--- config.mk ---
export PLATFORM = sky130hd
export DESIGN_NAME = ram_arb_ctrl
export DESIGN_NICKNAME = d
export VERILOG_FILES = /design/src/rtl/ram_ctrl_pkg.sv /design/src/rtl/rr_arb2.sv /design/src/rtl/ram_arb_ctrl.sv
export SDC_FILE = /design/constraint.sdc
export NUM_CORES = 1
export LEC_CHECK = 0
export CELL_PAD_IN_SITES_DETAIL_PLACEMENT = 1
export CELL_PAD_IN_SITES_GLOBAL_PLACEMENT = 1
export CORE_ASPECT_RATIO = 0.5
export CORE_MARGIN = 1
export CORE_UTILIZATION = 29
export DETAILED_ROUTE_END_ITERATION = 8
export GPL_TIMING_DRIVEN = 0
export PLACE_DENSITY = 0.87
export RECOVER_POWER = 25
export SLEW_MARGIN = 15
export SYNTH_ARGS = -nofsm -noshare
export SYNTH_HDL_FRONTEND = slang
export SYNTH_SLANG_ARGS = --single-unit
--- constraint.sdc ---
create_clock -name CLK_ -period 1.9 [get_ports CLK_]
set_clock_uncertainty 0.1 [all_clocks]
set_input_delay 0.38 -clock CLK_ [delete_from_list [all_inputs] [get_ports CLK_]]
set_output_delay 0.38 -clock CLK_ [all_outputs]
set_load 0.02 [all_outputs]
--- src/rtl/ram_ctrl_pkg.sv ---
// Shared types and default sizes for the two-requester RAM arbiter/controller.
package ram_ctrl_pkg;

    localparam int DATA_W_DFLT = 8;
    localparam int ADDR_W_DFLT = 1;

    typedef enum logic [1:0] {
        IDLE   = 2'd0,
        ACCESS = 2'd1,
        DONE   = 2'd2
    } state_e;

endpackage

--- src/rtl/rr_arb2.sv ---
// Two-way round-robin arbiter: a lone requester always wins, a tie goes to ptr_i.
module rr_arb2 (
    input  logic [1:0] req_i,
    input  logic       ptr_i,
    output logic [1:0] gnt_o
);

    always_comb begin
        gnt_o = 2'b00;
        case (req_i)
            2'b01:   gnt_o = 2'b01;
            2'b10:   gnt_o = 2'b10;
            2'b11:   gnt_o = ptr_i ? 2'b10 : 2'b01;
            default: gnt_o = 2'b00;
        endcase
    end

endmodule

--- src/rtl/ram_arb_ctrl.sv ---
// Arbitrates two requesters onto a single-port RAM: IDLE -> ACCESS -> DONE,
// one transaction at a time, with a round-robin pointer for ties.
module ram_arb_ctrl
    import ram_ctrl_pkg::*;
#(
    parameter int DATA_W = DATA_W_DFLT,
    parameter int ADDR_W = ADDR_W_DFLT
) (
    input  logic              CLK_,
    input  logic              CLR,
    input  logic              req0,
    input  logic              req1,
    input  logic              rw0,
    input  logic              rw1,
    input  logic [ADDR_W-1:0] addr0,
    input  logic [ADDR_W-1:0] addr1,
    input  logic [DATA_W-1:0] wdata0,
    input  logic [DATA_W-1:0] wdata1,
    output logic              ack0,
    output logic              ack1,
    output logic [DATA_W-1:0] rdata,
    output logic [1:0]        gnt,
    output logic              busy,
    output logic              ram_r_w,
    output logic [ADDR_W-1:0] ram_addr,
    output logic [DATA_W-1:0] ram_din,
    input  logic [DATA_W-1:0] ram_dout
);

    state_e              state_q, state_d;
    logic                ptr_q, ptr_d;
    logic [1:0]          gnt_q, gnt_d;
    logic [1:0]          arb_gnt;
    logic                rw_q, rw_d;
    logic [ADDR_W-1:0]   addr_q, addr_d;
    logic [DATA_W-1:0]   wdata_q, wdata_d;
    logic [DATA_W-1:0]   rdata_q, rdata_d;

    rr_arb2 u_arb (
        .req_i ({req1, req0}),
        .ptr_i (ptr_q),
        .gnt_o (arb_gnt)
    );

    always_comb begin
        state_d = state_q;
        ptr_d   = ptr_q;
        gnt_d   = gnt_q;
        rw_d    = rw_q;
        addr_d  = addr_q;
        wdata_d = wdata_q;
        rdata_d = rdata_q;
        case (state_q)
            IDLE: begin
                gnt_d = 2'b00;
                if (arb_gnt != 2'b00) begin
                    gnt_d   = arb_gnt;
                    // Pointer moves to whoever did not win this grant.
                    ptr_d   = arb_gnt[0];
                    rw_d    = arb_gnt[1] ? rw1    : rw0;
                    addr_d  = arb_gnt[1] ? addr1  : addr0;
                    wdata_d = arb_gnt[1] ? wdata1 : wdata0;
                    state_d = ACCESS;
                end
            end
            ACCESS: state_d = DONE;
            DONE: begin
                state_d = IDLE;
                gnt_d   = 2'b00;
                if (rw_q) begin
                    rdata_d = ram_dout;
                end
            end
            default: begin
                state_d = IDLE;
                gnt_d   = 2'b00;
            end
        endcase
    end

    always_ff @(posedge CLK_ or negedge CLR) begin
        if (!CLR) begin
            state_q <= IDLE;
            ptr_q   <= 1'b0;
            gnt_q   <= 2'b00;
            rw_q    <= 1'b1;
            addr_q  <= '0;
            wdata_q <= '0;
            rdata_q <= '0;
        end else begin
            state_q <= state_d;
            ptr_q   <= ptr_d;
            gnt_q   <= gnt_d;
            rw_q    <= rw_d;
            addr_q  <= addr_d;
            wdata_q <= wdata_d;
            rdata_q <= rdata_d;
        end
    end

    // Write strobe decodes straight from state so reset drops it without waiting for a clock.
    assign ram_r_w  = !((state_q == ACCESS) && !rw_q);
    assign ram_addr = addr_q;
    assign ram_din  = wdata_q;
    assign rdata    = rdata_q;
    assign gnt      = gnt_q;
    assign busy     = (state_q != IDLE);
    assign ack0     = (state_q == DONE) && gnt_q[0];
    assign ack1     = (state_q == DONE) && gnt_q[1];

endmodule

======== Word-level counts from Yosys, hierarchy flattened ========
Cells that the tools add are included.
Widths: inputs -> output; s select.
word-level totals
  register bits after elaboration ......... 23
  bits of input ports ..................... 32
  output and inout port bits .............. 23
  word-level logic and storage cells ...... 32
cells by class
  equality and inequality tests ........... 6
  mux-type cells .......................... 9
  reductions and logical operators ........ 10
operators by type and width
  operator            count
  $mux 8              1
  $pmux 2 s2          2
  $eq 2x2->1 const B  3
  $mux 2              3
  $pmux 2 s3          1
  $eq 2x1->1 const B  2
  $reduce_and 2->1    2
  $reduce_bool 2->1   2
  $logic_and 1x1->1   3
  $logic_not 1->1     2
  $logic_not 2->1     1
  $mux 1              2
  $ne 2x2->1 const B  1

======== Logic depth before layout (Yosys ltp) ========
  depth in word-level cells ............... 5
  gate-level depth with buffers ........... 4
  gate-level depth less buffers ........... 3

======== By module ========
From an unflattened synthesis, not the netlist that was laid out.
unflattened totals
  cells, all modules ...................... 71
  area total of the unflattened synthesis .. 1,033.5 sq um
modules (own cells, without submodules)
  module        times used  cells an instance  area an instance (sq um)  seq. area each (sq um)
  ram_arb_ctrl  1           68                 1,014.7                   576.8
  rr_arb2       1           3                  18.8                      0.0

======== Worst setup path after synthesis ========
No wires, ideal clock.
  path type ............................... register to output
  start point ............................. register state_q[1]
  end point ............................... output port busy
  data arrival time ....................... 0.868 ns
  required time ........................... 1.420 ns
  path slack .............................. 0.552 ns
  cell stages (with the launch flop) ...... 4
  buffers on the path ..................... 1
  path through ............................ dfrtp_1 -> nor2_1 -> buf_2 -> inv_1
between the ends
  cells in the longest elaborated chain, start to end .. 1
ends and longest elaborated chain
  what                    line                 text
  start, declared         ram_arb_ctrl.sv:30   state_e state_q, state_d;
  start signal, assigned  ram_arb_ctrl.sv:91   state_q <= state_d;
  $reduce_bool 2->1       ram_arb_ctrl.sv:107  assign busy = (state_q != IDLE);
  end, declared           ram_arb_ctrl.sv:23   output logic busy,
No other way between the ends.

======== Final worst setup path ========
  start point ............................. register state_q[0]
  end point ............................... output port busy
The elaborated chain is that of the path after synthesis.

==> key figures <==
Yosys
  – Post-synthesis cell count: 94
  – Synth Net Count: 126
  – Post-Syn Area per Cell: 10.9 sq um
  – Seq/Total Area, Yosys: 0.561
  – Synthesized area: 1030 sq um
  – Synthesis Warnings: 0
  – Synth Register Bits: 23
  – Distinct cells, synth: 24

STA
  – RSZ-0062 raised after global routing: no
  – Period utilization: 0.944
  – Max-slew headroom: 0.327
  – Fmax: 558 MHz
  – Tightest Pin Transition: 1010 ps
  – Final setup violation count: 0
  – Tmin final: 1790 ps
  – Max Slew Vio Count: 0
  – Final Hold Fails: 0

Critical path
  – Worst Setup Start Kind: register
  – Critical Path Sink Type: primary output
  – CP Data Required Time: 1420 ps
  – R2R Setup Slk: 350 ps
  – WS Path Type: register to primary output
  – R2R depth: 3
  – WP data arrival: 1310 ps
  – Crit path cell chain: nor2_4, buf_6, inv_1, clkdlybuf4s15_1
  – Crit path capture: busy
  – R2r endpoint: rdata[5]
  – Peak per-stage delay on the critical path: 420 ps
  – Critical path buffers and inverters: 3
  – Worst r2r src: state_q[1]
  – CP delay by family, top: buffers and inverters
  – Critical path startpoint: state_q[0]
  – CP Depth: 4
  – Slowest cell on crit path: dfrtp_1
  – Critical Path Fanout Max: 10

Clock network
  – CTS Buf Count: 3
  – CTS clk-pin slew, worst paths: 80 ps
  – H-tree Lvls: 1
  – TritonCTS clock tree: done
  – Hold bufs inserted after CTS: 0
  – Clock buffer depth: 2
  – Root buf cell: clkbuf_8
  – Clock latency on the worst-skew pair: 270 ps
  – Clk sinks: 23

Finish
  – Commonest non-fill, non-tap cell in the layout: clkdlybuf4s50_1
  – Fin nets: 186
  – Post-route insts no fill: 201
  – # diodes: 0
  – Share of layout cells above drive strength 1: 0.157
  – Final non-filler cell area: 1690 sq um
  – Most frequent cells in the layout: clkdlybuf4s50_1, dfrtp_1
  – Layout overhead on the synthesized area: 64.5%

Floorplan
  – Io pins: 55
  – Die Wd: 86.2 um
  – CORE AREA: 3190 sq um
  – Die area: 3800 sq um
  – Floorplan die height: 44.1 um
  – Std cell rows: 14
  – Initial Utilization: 0.323

Run status
  – Outcome: complete, no violations

Place
  – Routability Congestion: 0.753
  – Placed insts: 196
  – DP Area: 1630 sq um
  – Port Buffers: 54

GRT
  – Largest net degree at the start of global routing: 24
  – First-pass GRT wire length: 5.23 mm
  – Vias in the first global route: 1067
  – Total congestion overflow: 0
  – Gr usage total: 0.189
  – Initial antenna violation count: 0

Power and ir drop
  – Peak VDD IR: 0.488 mV
  – Leak: 0.000680 uW
  – Pwr Density: 1640 nW/um^2

Drt
  – Final wirelength: 3.32 mm
  – DR vias: 994
  – WL/cell: 16.5 um
  – Via density: 4.95
  – Iter 0 DRT Violations: 31
  – DRT Pass-1 Iters: 4
  – # DRC: 0
  – Post-route ant nets: 0

Min path
  – HP Class: register to register

Job
  – Max Cap Viol: 0
==> registers in the layout (all words and copies together) (netlist names) <==
signal	flops
gnt	2
ram_addr	1
state_q	2
ram_din	8
rdata	8
rw_q	1
ptr_q	1
==> final cells by class <==
cell class                      count  area, sq um
Buffer                              6         40.0
Clock buffer                        3         41.3
Clock inverter                      1         5.00
Fill cell                         367         1500
Inverter                            2         7.51
Multi-Input combinational cell     63          423
Sequential cell                    23          578
Tap cell                           48         60.1
Timing Repair Buffer               55          537
==> per-layer routing <==
layer / vias up / wire length (um) / track usage
met4: 0 / 33 / 0.0633
met5: - / 0 / 0
met1: 501 / 1380 / 0.217
met2: 32 / 1740 / 0.348
met3: 4 / 169 / 0.0560
li1: 457 / - / -
==> cell usage after synthesis, drive strengths merged <==
cell	number	share of area
nand2	2	0.0097
nor2	1	0.0036
and2b	1	0.0073
o21ai	10	0.049
mux2	9	0.10
nand2b	2	0.012
clkbuf	2	0.0073
nand3	10	0.049
dfrtp	22	0.54
a21oi	10	0.049
a22o	1	0.0085
a31oi	10	0.061
a32o	1	0.0097
dfstp	1	0.026
and2	3	0.021
nor2b	2	0.012
buf	4	0.026
or2	1	0.0061
inv	2	0.0073
==> report_power, final <==
| part | internal, uW | switching, uW |
|---|---|---|
| combinational | 778 | 774 |
| sequential | 751 | 162 |
| clock | 147 | 161 |
| total | 1680 | 1100 |
==> worst min-delay path by stage <==
stage	from	endpoint	slack (ps)	cells past startpoint
detailed placement	rdata[4]	rdata[4]	400	1
floorplan	CLR	gnt[0]	-20	0
finish	rdata[1]	rdata[1]	410	1
global placement	rdata[1]	rdata[1]	370	1
CTS	rdata[4]	rdata[4]	420	1
global route	rdata[4]	rdata[4]	430	1
==> through the flow <==
step / setup WS [ps] / setup TNS (ps) / hold slack, ps / util / power [uW]
finish: 107 / 0 / 408 / 0.531 / 2770
global route: 15.0 / 0 / 429 / 0.531 / 2940
CTS: -55.8 / -55.9 / 415 / 0.530 / 2760
detailed placement: -138 / -149 / 397 / 0.511 / 2420
global placement: -72.6 / -72.6 / 374 / 0.511 / 2350
floorplan: 552 / 0 / -15.6 / - / 1700
==> repair_timing <==
action                                  CTS  global route
gates resized for setup                  11             5
pin swaps                                 0             1
endpoints found under the setup margin    4             3
buffers inserted                          0             1
==> cells by family after synthesis <==
| group | after synthesis | synth area share |
|---|---|---|
| AO/OA/AOI/OAI | 32 | 0.176 |
| flip-flops | 23 | 0.561 |
| AND/OR/NAND/NOR | 22 | 0.120 |
| buffers and inverters | 8 | 0.0401 |
| multiplexers | 9 | 0.102 |
Note: power is estimated with default switching activity, not from simulation.
